[config.mk]
export PLATFORM = sky130hd
export DESIGN_NAME = processor_mem_copy_master_flat
export DESIGN_NICKNAME = d
export VERILOG_FILES = /design/src/rtl/processor_mem_copy_master_pkg.sv /design/src/rtl/processor_mem_copy_master_if.sv /design/src/rtl/processor_mem_copy_master.sv /design/src/flat_wrapper.sv
export SDC_FILE = /design/constraint.sdc
export NUM_CORES = 1
export LEC_CHECK = 0
export CORE_MARGIN = 2
export CORE_UTILIZATION = 45
export DETAILED_ROUTE_END_ITERATION = 7
export PLACE_DENSITY = 0.75
export REMOVE_ABC_BUFFERS = 1
export SYNTH_ARGS = -nofsm -noshare
export SYNTH_HDL_FRONTEND = slang
export SYNTH_SLANG_ARGS = --single-unit
export TNS_END_PERCENT = 100
[constraint.sdc]
create_clock -name clk -period 2.6 [get_ports clk]
set_clock_uncertainty 0.1 [all_clocks]
set_input_delay 0.26 -clock clk [delete_from_list [all_inputs] [get_ports clk]]
set_output_delay 0.26 -clock clk [all_outputs]
set_load 0.01 [all_outputs]
[src/rtl/processor_mem_copy_master_pkg.sv]
// Shared state encoding and default widths for the on-chip memory copy master.
package processor_mem_copy_pkg;

    localparam int ADDR_W_DEF = 11;
    localparam int DATA_W_DEF = 32;

    typedef enum logic [2:0] {
        IDLE,
        RD,
        RWAIT,
        WR,
        DONE
    } copy_state_t;

endpackage

[src/rtl/processor_mem_copy_master_if.sv]
// Avalon-MM master/slave bundle between the copy master and the RAM slave port.
interface processor_mem_copy_master_if
    import processor_mem_copy_pkg::*;
#(
    parameter int ADDR_W = ADDR_W_DEF,
    parameter int DATA_W = DATA_W_DEF
) ();

    logic [ADDR_W-1:0]   avm_address;
    logic                avm_chipselect;
    logic                avm_read;
    logic                avm_write;
    logic [DATA_W/8-1:0] avm_byteenable;
    logic [DATA_W-1:0]   avm_writedata;
    logic [DATA_W-1:0]   avm_readdata;
    logic                avm_waitrequest;

    modport master (
        output avm_address,
        output avm_chipselect,
        output avm_read,
        output avm_write,
        output avm_byteenable,
        output avm_writedata,
        input  avm_readdata,
        input  avm_waitrequest
    );

    modport slave (
        input  avm_address,
        input  avm_chipselect,
        input  avm_read,
        input  avm_write,
        input  avm_byteenable,
        input  avm_writedata,
        output avm_readdata,
        output avm_waitrequest
    );

endinterface

[src/rtl/processor_mem_copy_master.sv]
// Copies a block of words between two addresses of a single-port RAM, one read
// then one write per word, in strictly ascending order with wrapping pointers.
module processor_mem_copy_master
    import processor_mem_copy_pkg::*;
#(
    parameter int ADDR_W       = ADDR_W_DEF,
    parameter int DATA_W       = DATA_W_DEF,
    parameter int READ_LATENCY = 1
) (
    input  logic                clk,
    input  logic                reset_n,
    input  logic                start,
    input  logic [ADDR_W-1:0]   src_addr,
    input  logic [ADDR_W-1:0]   dst_addr,
    input  logic [ADDR_W:0]     length,
    output logic                busy,
    output logic                done,
    output logic [ADDR_W:0]     words_done,
    processor_mem_copy_master_if.master avm
);

    localparam int LAT_W = $clog2(READ_LATENCY + 1);
    localparam int CNT_W = ADDR_W + 1;

    copy_state_t        state;
    logic [ADDR_W-1:0]  src_ptr;
    logic [ADDR_W-1:0]  dst_ptr;
    logic [CNT_W-1:0]   remaining;
    logic [LAT_W-1:0]   lat_cnt;
    logic [DATA_W-1:0]  hold_q;
    logic [ADDR_W-1:0]  address_q;
    logic               cs_q;
    logic               read_q;
    logic               write_q;

    assign avm.avm_address    = address_q;
    assign avm.avm_chipselect = cs_q;
    assign avm.avm_read       = read_q;
    assign avm.avm_write      = write_q;
    assign avm.avm_byteenable = '1;
    assign avm.avm_writedata  = hold_q;

    // Bus strobes are set up one state ahead so every output leaves a flop.
    always_ff @(posedge clk or negedge reset_n) begin
        if (!reset_n) begin
            state      <= IDLE;
            src_ptr    <= '0;
            dst_ptr    <= '0;
            remaining  <= '0;
            lat_cnt    <= '0;
            hold_q     <= '0;
            address_q  <= '0;
            cs_q       <= 1'b0;
            read_q     <= 1'b0;
            write_q    <= 1'b0;
            busy       <= 1'b0;
            done       <= 1'b0;
            words_done <= '0;
        end else begin
            done <= 1'b0;
            case (state)
                IDLE: begin
                    if (start) begin
                        src_ptr    <= src_addr;
                        dst_ptr    <= dst_addr;
                        remaining  <= length;
                        words_done <= '0;
                        busy       <= 1'b1;
                        if (length == '0) begin
                            state <= DONE;
                            done  <= 1'b1;
                        end else begin
                            state     <= RD;
                            cs_q      <= 1'b1;
                            read_q    <= 1'b1;
                            address_q <= src_addr;
                        end
                    end
                end

                RD: begin
                    if (!avm.avm_waitrequest) begin
                        cs_q    <= 1'b0;
                        read_q  <= 1'b0;
                        lat_cnt <= LAT_W'(READ_LATENCY);
                        state   <= RWAIT;
                    end
                end

                RWAIT: begin
                    if (lat_cnt == LAT_W'(1)) begin
                        hold_q    <= avm.avm_readdata;
                        cs_q      <= 1'b1;
                        write_q   <= 1'b1;
                        address_q <= dst_ptr;
                        state     <= WR;
                    end else begin
                        lat_cnt <= lat_cnt - LAT_W'(1);
                    end
                end

                WR: begin
                    if (!avm.avm_waitrequest) begin
                        src_ptr    <= src_ptr + ADDR_W'(1);
                        dst_ptr    <= dst_ptr + ADDR_W'(1);
                        words_done <= words_done + CNT_W'(1);
                        remaining  <= remaining - CNT_W'(1);
                        write_q    <= 1'b0;
                        if (remaining == CNT_W'(1)) begin
                            cs_q  <= 1'b0;
                            done  <= 1'b1;
                            state <= DONE;
                        end else begin
                            read_q    <= 1'b1;
                            address_q <= src_ptr + ADDR_W'(1);
                            state     <= RD;
                        end
                    end
                end

                DONE: begin
                    busy  <= 1'b0;
                    state <= IDLE;
                end

                default: begin
                    state <= IDLE;
                end
            endcase
        end
    end

endmodule

[src/flat_wrapper.sv]
// flat-port wrapper written by rule: the top's interface ports become plain ports
module processor_mem_copy_master_flat import processor_mem_copy_pkg::*;
#(
    parameter int ADDR_W       = ADDR_W_DEF,
    parameter int DATA_W       = DATA_W_DEF,
    parameter int READ_LATENCY = 1
)
  (clk, reset_n, start, src_addr, dst_addr, length, busy, done, words_done, avm_avm_address, avm_avm_chipselect, avm_avm_read, avm_avm_write, avm_avm_byteenable, avm_avm_writedata, avm_avm_readdata, avm_avm_waitrequest);
  processor_mem_copy_master_if #(.ADDR_W(ADDR_W), .DATA_W(DATA_W)) avm_i ();
  input  logic clk;
  input  logic reset_n;
  input  logic start;
  input  logic [ADDR_W-1:0] src_addr;
  input  logic [ADDR_W-1:0] dst_addr;
  input  logic [ADDR_W:0] length;
  output logic busy;
  output logic done;
  output logic [ADDR_W:0] words_done;
  output wire logic [$bits(avm_i.avm_address)-1:0] avm_avm_address;
  output wire logic [$bits(avm_i.avm_chipselect)-1:0] avm_avm_chipselect;
  output wire logic [$bits(avm_i.avm_read)-1:0] avm_avm_read;
  output wire logic [$bits(avm_i.avm_write)-1:0] avm_avm_write;
  output wire logic [$bits(avm_i.avm_byteenable)-1:0] avm_avm_byteenable;
  output wire logic [$bits(avm_i.avm_writedata)-1:0] avm_avm_writedata;
  input wire logic [$bits(avm_i.avm_readdata)-1:0] avm_avm_readdata;
  input wire logic [$bits(avm_i.avm_waitrequest)-1:0] avm_avm_waitrequest;
  assign avm_avm_address = avm_i.avm_address;
  assign avm_avm_chipselect = avm_i.avm_chipselect;
  assign avm_avm_read = avm_i.avm_read;
  assign avm_avm_write = avm_i.avm_write;
  assign avm_avm_byteenable = avm_i.avm_byteenable;
  assign avm_avm_writedata = avm_i.avm_writedata;
  assign avm_i.avm_readdata = avm_avm_readdata;
  assign avm_i.avm_waitrequest = avm_avm_waitrequest;
  processor_mem_copy_master #(.ADDR_W(ADDR_W), .DATA_W(DATA_W), .READ_LATENCY(READ_LATENCY)) u_core (.clk(clk), .reset_n(reset_n), .start(start), .src_addr(src_addr), .dst_addr(dst_addr), .length(length), .busy(busy), .done(done), .words_done(words_done), .avm(avm_i));
endmodule
Word level (Yosys, flattened, before mapping)
Cells that the tools add are included.

Word-level logic and storage cells: 94. Bits of input ports: 70. Output and inout bits: 64. Flip-flop bits (word level): 98.

Reduce and logical (&&, ||, !) cells: 18. Eq/ne operators: 12. Muxes and demuxes: 46. Add/sub/neg operators: 5.

Operators by type and width (number): $mux 11 (9); $mux 12 (4); $pmux 12 s2 (2); $pmux 11 s2 (2); $pmux 11 s3 (1); $add 11x1->11 const B (2); $mux 3 (6); $mux 1 (15); $add 12x1->12 const B (1); $eq 12x1->1 const B (1); $logic_not 12->1 (1); $pmux 3 s4 (1); $reduce_and 6->1 (2); $sub 12x1->12 const B (1); $ne 2x2->1 const B (5); $pmux 1 s2 (4); $reduce_bool 2->1 (4); $reduce_and 7->1 (1); $eq 3x2->1 const B (2); $reduce_and 2->1 (3); $reduce_and 3->1 (2); $reduce_bool 3->1 (2); $ne 2x1->1 const B (2); $pmux 1 s4 (1); 7 further kinds (7).

Logic depth before layout (Yosys ltp)
Gate-level depths: netlist of run 1.

Word-level depth: 4. Mapped depth: 8.

Least setup slack after synthesis of run 1
OpenSTA, ideal clock, no wires.

Path kind: register to register. From: register u_core.remaining[3]. To: register u_core.address_q[0], in the netlist u_core.avm.avm_address[0]. Buffers on the path: 1. Path slack: 624 ps. Required time: 2375 ps. Stages on the path, launching flop included: 7. Period minus slack after synthesis: 1976 ps. Setup time: 125 ps. Data arrival time: 1752 ps. Cell sequence: dfrtp_1 nor4_2 and4_1 nand2_1 nand3_1 buf_4 mux2_2.

Word-level cells in the longest chain between the ends: 3.

RTL lines: start: declaration (RTL line processor_mem_copy_master.sv:28) `logic [CNT_W-1:0] remaining;`; start signal: assignment (RTL line processor_mem_copy_master.sv:66) `remaining <= length;`; start signal: assignment (RTL line processor_mem_copy_master.sv:107) `remaining <= remaining - CNT_W'(1);`; $eq 12x1->1 (RTL line processor_mem_copy_master.sv:109) `if (remaining == CNT_W'(1)) begin`; $ne 2x2->1 (no source line); $reduce_and 6->1 (no source line); end signal: assignment (RTL line processor_mem_copy_master.sv:76) `address_q <= src_addr;`; end signal: assignment (RTL line processor_mem_copy_master.sv:95) `address_q <= dst_ptr;`; end signal: assignment (RTL line processor_mem_copy_master.sv:115) `address_q <= src_ptr + ADDR_W'(1);`; end: declaration (RTL line processor_mem_copy_master.sv:31) `logic [ADDR_W-1:0] address_q;`.

Every way passes these cells. A chain may end at the register's enable or synchronous reset.

Worst setup path after layout of run 1
From: register u_core.remaining[3]. To: register u_core.address_q[8], in the netlist u_core.avm.avm_address[8].

Same word-level chain as after synthesis.

==> results of run 1 <==
## worst paths after layout
kind | to | cells past startpoint | slack [ns] | start
setup / recovery | u_core.avm.avm_address[8] | 6 | 0.42 | u_core.remaining[3]
hold / removal | u_core.dst_ptr[1] | 3 | 0.36 | dst_addr[1]
setup reg to reg | u_core.avm.avm_address[8] | 6 | 0.42 | u_core.remaining[3]
hold reg to reg | u_core.avm.avm_writedata[6] | 1 | 0.41 | u_core.avm.avm_writedata[6]
max in group asynchronous | u_core.dst_ptr[6] | 3 | 1.30 | reset_n
min in group asynchronous | u_core.avm.avm_writedata[10] | 2 | 0.38 | reset_n
## state kept, by name, summed over array words and instances, names as in the netlist
register / count
u_core.avm.avm_writedata: 32
u_core.lat_cnt: 1
u_core.state: 3
u_core.src_ptr: 11
u_core.remaining: 12
u_core.dst_ptr: 11
u_core.done: 1
u_core.avm.avm_address: 11
u_core.busy: 1
u_core.avm.avm_chipselect: 1
u_core.avm.avm_read: 1
u_core.avm.avm_write: 1
u_core.words_done: 12
## worst reg2reg max path, delay by kind of cell, from the launching register on
family / cells / cell delay (ns)
and+or+nand+nor: 4 / 1.04
buffers and inverters: 1 / 0.16
DFF: 1 / 0.44
muxes: 1 / 0.34
## cell type report
| cell class | count | area share [%] |
|---|---|---|
| flip-flops and latches | 98 | 36.3 |
| multi-input cells | 381 | 35.1 |
| repair buffers | 149 | 22.1 |
| well taps | 140 | 2.59 |
| clock buffers | 11 | 2.09 |
| clock inverters | 5 | 1.15 |
| inverters | 11 | 0.612 |
## power groups by stage
stage,clock [mW],sequential (mW),combinational (mW)
6_report,1.09,2.85,4.07
5_1_grt,1.17,2.96,4.45
4_1_cts,1.11,2.85,4.08
3_5_place_dp,0,2.87,4.06
3_3_place_gp,0,2.83,3.96
2_1_floorplan,0,2.94,2.09
## cells in the final DEF (no fill, tap or decap), drive strengths merged, types with 8 or more instances in the layout
cell type | netlist | routed
clkdlybuf4s50 | 0 | 128
dfrtp | 98 | 98
a21oi | 56 | 56
nand2 | 48 | 48
o21ai | 48 | 48
mux2 | 42 | 42
nor2 | 42 | 42
buf | 20 | 20
nand3 | 17 | 17
nor3 | 12 | 12
inv | 11 | 11
clkbuf | 17 | 11
xor2 | 9 | 9
nand4 | 8 | 8
xnor2 | 8 | 8
o22ai | 8 | 8
nor4 | 8 | 8
## cell families after synthesis
group                    count (synthesis)
AO/OA/AOI/OAI                          145
multiplexers                            46
flip-flops                              98
other                                    1
buffers and inverters                   48
adder cells (fa/ha/maj)                  5
AND/OR/NAND/NOR                        164
XOR/XNOR                                17
## through the flow
stage | setup slack (ns) | power [mW] | hold slack, ns | instance area, µm² | setup TNS [ns]
2_1_floorplan | -1.22 | 5.02 | -0.136 | 4860 | -51.51
6_report | 0.423 | 8.02 | 0.364 | 6750 | 0
5_1_grt | 0.279 | 8.58 | 0.384 | 6750 | 0
3_3_place_gp | 0.321 | 6.79 | 0.252 | 6520 | 0
3_5_place_dp | 0.295 | 6.93 | 0.268 | 6520 | 0
4_1_cts | 0.422 | 8.04 | 0.356 | 6750 | 0
## layer usage
layer  vias to the layer above  GRT usage (%)  share of wire (%)
met1                      2143           29.1                 42
li1                       2122              -                  -
met3                        29           3.91                6.1
met4                         0           8.32                2.1
met5                         -              0                  0
met2                       169           38.5                 50
==> flow_summary.toml, run 1 <==
[yosys]
synth_top_family_by_area = "compound AO/OA/AOI/OAI gates"
synth_xor_area_share_pct = 2.96
ys_seq_elements = 98
syn_area_um2 = 5020
yosys.area_share.simple_pct = 15.8
post-synth-top-area-cell = "dfrtp_1"
synthMuxAreaShare_pct = 10.2
synth_cell_types = 53
yosysWarnings = 0
yosysMostFrequentCell = "dfrtp_1"
synthArstFlopShare_pct = 100
syn_inst = 524
yosysSeqAreaShare_pct = 48.8
ys.flop_type = "dfrtp_1"
yosysTopAreaCellShare_pct = 48.8
synth_compound_area_share_pct = 16.5
synthTopCellsByArea = "dfrtp_1 49%, mux2_2 9.4%, a21oi_1 5.6%, o21ai_0 4.8%, nand2_1 3.6%"
synth_edf_count = 0
avgSynthCellArea_um2 = 9.59
synth_adder_area_share_pct = 1.25
synthTopCellsByCount = "98 x dfrtp_1, 56 x a21oi_1, 48 x nand2_1, 48 x o21ai_0, 42 x mux2_2"

[sta]
slew_headroom_pct = 51.8
worst_slew_pin_slew_ns = 0.723
rsz0062_at_grt = "no"
setup_violations = 0
fin_crit_ns = 2.18
maxSlewViolCount = 0
fmax_mhz = 459
finalCritPeriodShare_pct = 83.7
final_hold_viol_count = 0

[worst_setup_path]
worstPathArrival_ns = 2.34
critPathBufInv = 1
worstPathCellList = "nor4_2 > and4_1 > nand2_1 > nand3_1 > buf_12 > mux2_2"
critPathRequiredTime_ns = 2.76
path_delay_family = "simple AND/OR/NAND/NOR gates"
cp-end-kind = "flip-flop"
startpoint_type = "flip-flop"
critPathSlowestCell = "nor4_2"
critPathKind = "reg2reg"
path_max_fanout = 12
slowest_delay_ns = 0.46

[layout]
nFillCells = 920
drive_above_1_share_pct = 12.8
antenna_cells = 0
stdcell_count = 795
ff_latch_area_um2 = 2450
fin_nets = 725
syn2layout_area_growth_pct = 34.4
multi_input_area_um2 = 2370
fin_util_pct = 62.0

[global_route]
grtUsageTotal_pct = 22.7
grt_pass1_wl_mm = 21.1
grt_overflow = 0
grt_pass1_vias = 4372
antenna_found_initial = 0
grt_max_degree = 55

[placement]
io_buffers = 129
post-dp-hpwl_mm = 9.53
gp_congestion = 0.923
placedCellCount = 778

[cts]
clk_pin_slew_ns = 0.09
clock-root-buffer = "clkbuf_8"
cts_tree = "done"
postCtsResizedCells = 0
clock_path_buffers = 2
htree_levels = 3
ctsHoldBuffers = 1
cts_made_buffers = 9
clkLatencyLatePin_ns = 0.37
postCtsSetupRepairBufs = 0
clock_sinks = 98

[power]
peakVddDrop_mv = 0.604
cellPowerDensity_nw_per_um2 = 1190
static-leakage-power_nw = 2.74
p_clk_share_pct = 13.6
internal_power_mw = 4.89
swShare_pct = 39.0
power_frac_seq_pct = 35.6
p_sw_mw = 3.13
p_comb_share_pct = 50.8

[flow_run]
drv_cap = 0

[status]
outcome = "finished, final reports clean"

[detailed_routing]
drcViolationCount = 0
routed_wl_mm = 13.2
drt_iter0_drc = 335
via_per_inst = 5.61
drtPass1Iterations = 5
vias = 4463
avgRoutedWirePerCell_um = 16.6
ant_nets = 0

[min_path]
worst_hold_path_type = "in2reg"

[die]
io_pins = 134
die-area_um2 = 12000
die_h_um = 110
start_util_pct = 46.1
coreArea_um2 = 10900
row_count = 38
die_width_um = 110
Note: power is estimated with default switching activity, not from simulation.
==> run 2, diff against run 1 <==
==> constraint.sdc (replaced) <==
create_clock -name clk -period 2.05 [get_ports clk]
set_clock_uncertainty 0.1 [all_clocks]
set_input_delay 0.205 -clock clk [delete_from_list [all_inputs] [get_ports clk]]
set_output_delay 0.205 -clock clk [all_outputs]
set_load 0.01 [all_outputs]
==> run 2 against run 1 <==
Critical path depth is the same. First-iteration DRC count shrank 27%. Maximum frequency grew 9.3%. Die area is the same. Core utilization grew 2.0 points. Global-route usage grew 0.72 points. Sequential power grew 25%. Cell count grew 3.0%. Highest routed layer unchanged.
==> flow_summary.toml, run 2 (synthesis gave the netlist of run 1 again) <==
[status]
outcome = "finished, final reports clean"

[cts]
clkLatencyLatePin_ns = 0.36
clock_path_buffers = 2
postCtsSetupRepairBufs = 0
clock_sinks = 98
cts_tree = "done"
cts_made_buffers = 9
clk_pin_slew_ns = 0.09
clock-root-buffer = "clkbuf_8"
htree_levels = 3

[die]
die-area_um2 = 12000
row_count = 38
io_pins = 134
die_h_um = 110
coreArea_um2 = 10900
die_width_um = 110
start_util_pct = 46.1

[global_route]
grt_pass1_wl_mm = 21.9
antenna_found_initial = 0
grt_pass1_vias = 4486
grtUsageTotal_pct = 23.4
grt_overflow = 0
grt_max_degree = 47

[layout]
largest_register_ffs = 32
final_area_um2 = 6970
final_common_cell = "clkdlybuf4s50_1"
final_cell_mix = "128 x clkdlybuf4s50_1, 98 x dfrtp_1, 55 x a21oi_1, 48 x o21ai_0, 47 x nand2_1"
nFillCells = 894
drive_above_1_share_pct = 17.2
syn2layout_area_growth_pct = 38.7
antenna_cells = 0
fin_nets = 750

[placement]
placed_cell_area_um2 = 6720
io_buffers = 129
post-dp-hpwl_mm = 10.1
gp_congestion = 0.921

[power]
peakVddDrop_mv = 0.760
p_comb_share_pct = 53.2
internal_power_mw = 6.38
p_clk_share_pct = 12.8
swShare_pct = 38.8
cellPowerDensity_nw_per_um2 = 1500
power_frac_seq_pct = 34.0
p_sw_mw = 4.06
static-leakage-power_nw = 2.86

[flow_run]
drv_cap = 0

[sta]
maxSlewViolCount = 0
fin_setup_tns_ns = 0
fin_crit_ns = 1.99
slew_headroom_pct = 58.0
setup_violations = 0
worst_slew_pin_slew_ns = 0.630
fmax_mhz = 502
final_hold_viol_count = 0
finalCritPeriodShare_pct = 97.2

[detailed_routing]
drt_iter0_drc = 246
avgRoutedWirePerCell_um = 16.4
via_per_inst = 5.50
drtPass1Iterations = 5
routed_wl_mm = 13.4
vias = 4506
drcViolationCount = 0
ant_nets = 0

[worst_setup_path]
cp-end-kind = "flip-flop"
critPathRequiredTime_ns = 2.20
path_max_fanout = 12
worstPathArrival_ns = 2.14
critPathKind = "reg2reg"
startpoint_type = "flip-flop"

[min_path]
worst_hold_path_type = "in2async"
==> run 2: critical path, stage by stage (launching register included) <==
cell     delay, ns
dfrtp_1       0.40
nor4_2        0.38
and4_4        0.29
nand2_1       0.07
nand3_1       0.14
buf_12        0.16
mux2_2        0.34
==> run 2: timing repair <==
item,in CTS,in global routing
hold buffers,1,0
endpoints found under the setup margin,0,17
resized for setup,0,9
endpoints found under the hold margin,43,0
==> run 2: metal layers <==
| metal | GRT usage [%] | vias up | wire, µm |
|---|---|---|---|
| met3 | 3.91 | 18 | 577 |
| met2 | 39.8 | 138 | 6810 |
| li1 | - | 2175 | - |
| met1 | 30.2 | 2175 | 5820 |
| met4 | 8.41 | 0 | 203 |
| met5 | 0 | - | 0 |
==> run 2: final timing paths <==
kind / from / endpoint / slack [ns] / cells after the start
setup / recovery: u_core.remaining[3] / u_core.avm.avm_address[2] / 0.06 / 6
hold / removal: reset_n / u_core.src_ptr[4] / 0.31 / 2
setup reg to reg: u_core.remaining[3] / u_core.avm.avm_address[2] / 0.06 / 6
hold reg to reg: u_core.avm.avm_writedata[3] / u_core.avm.avm_writedata[3] / 0.41 / 1
max in group asynchronous: reset_n / u_core.remaining[5] / 0.90 / 3
min in group clk: dst_addr[1] / u_core.dst_ptr[1] / 0.32 / 3
==> run 2: through the flow <==
| stage | utilization, % | instances | setup WS (ns) | hold slack [ns] | power (mW) |
|---|---|---|---|---|---|
| global route | 64.0 | 819 | -0.00268 | 0.328 | 11.2 |
| CTS | 63.7 | 819 | 0.0116 | 0.306 | 10.5 |
| global placement | 61.7 | 803 | -0.173 | 0.162 | 8.89 |
| finish | 64.0 | 819 | 0.0582 | 0.305 | 10.4 |
| floorplan | - | 490 | -1.77 | -0.191 | 6.37 |
| detailed placement | 61.7 | 803 | -0.245 | 0.163 | 9.10 |
==> run 2: power by group through the flow <==
| stage | Combinational [mW] | Clock, mW | Sequential, mW |
|---|---|---|---|
| 3_3_place_gp | 5.39 | 0 | 3.50 |
| 2_1_floorplan | 2.65 | 0 | 3.73 |
| 5_1_grt | 6.07 | 1.45 | 3.68 |
| 4_1_cts | 5.56 | 1.36 | 3.53 |
| 6_report | 5.55 | 1.34 | 3.55 |
| 3_5_place_dp | 5.54 | 0 | 3.56 |
==> run 2: area by class of cell <==
class | instances | area, µm² | area share (%)
multi-input cells | 381 | 2400 | 34.4
repair buffers | 174 | 1690 | 24.3
well taps | 140 | 175 | 2.51
clock inverters | 5 | 80.1 | 1.15
flip-flops and latches | 98 | 2450 | 35.2
clock buffers | 10 | 128 | 1.83
inverters | 11 | 41.3 | 0.593
==> run 3, diff against run 2 <==
--- a/config.mk
+++ b/config.mk
@@ -7,6 +7,7 @@
 export LEC_CHECK = 0
 export CORE_MARGIN = 2
 export CORE_UTILIZATION = 45
+export CTS_CLUSTER_SIZE = 8
 export DETAILED_ROUTE_END_ITERATION = 7
 export PLACE_DENSITY = 0.75
 export REMOVE_ABC_BUFFERS = 1
==> results of run 3 <==
The final DEF is identical to that of run 2; final timing and power are the same.
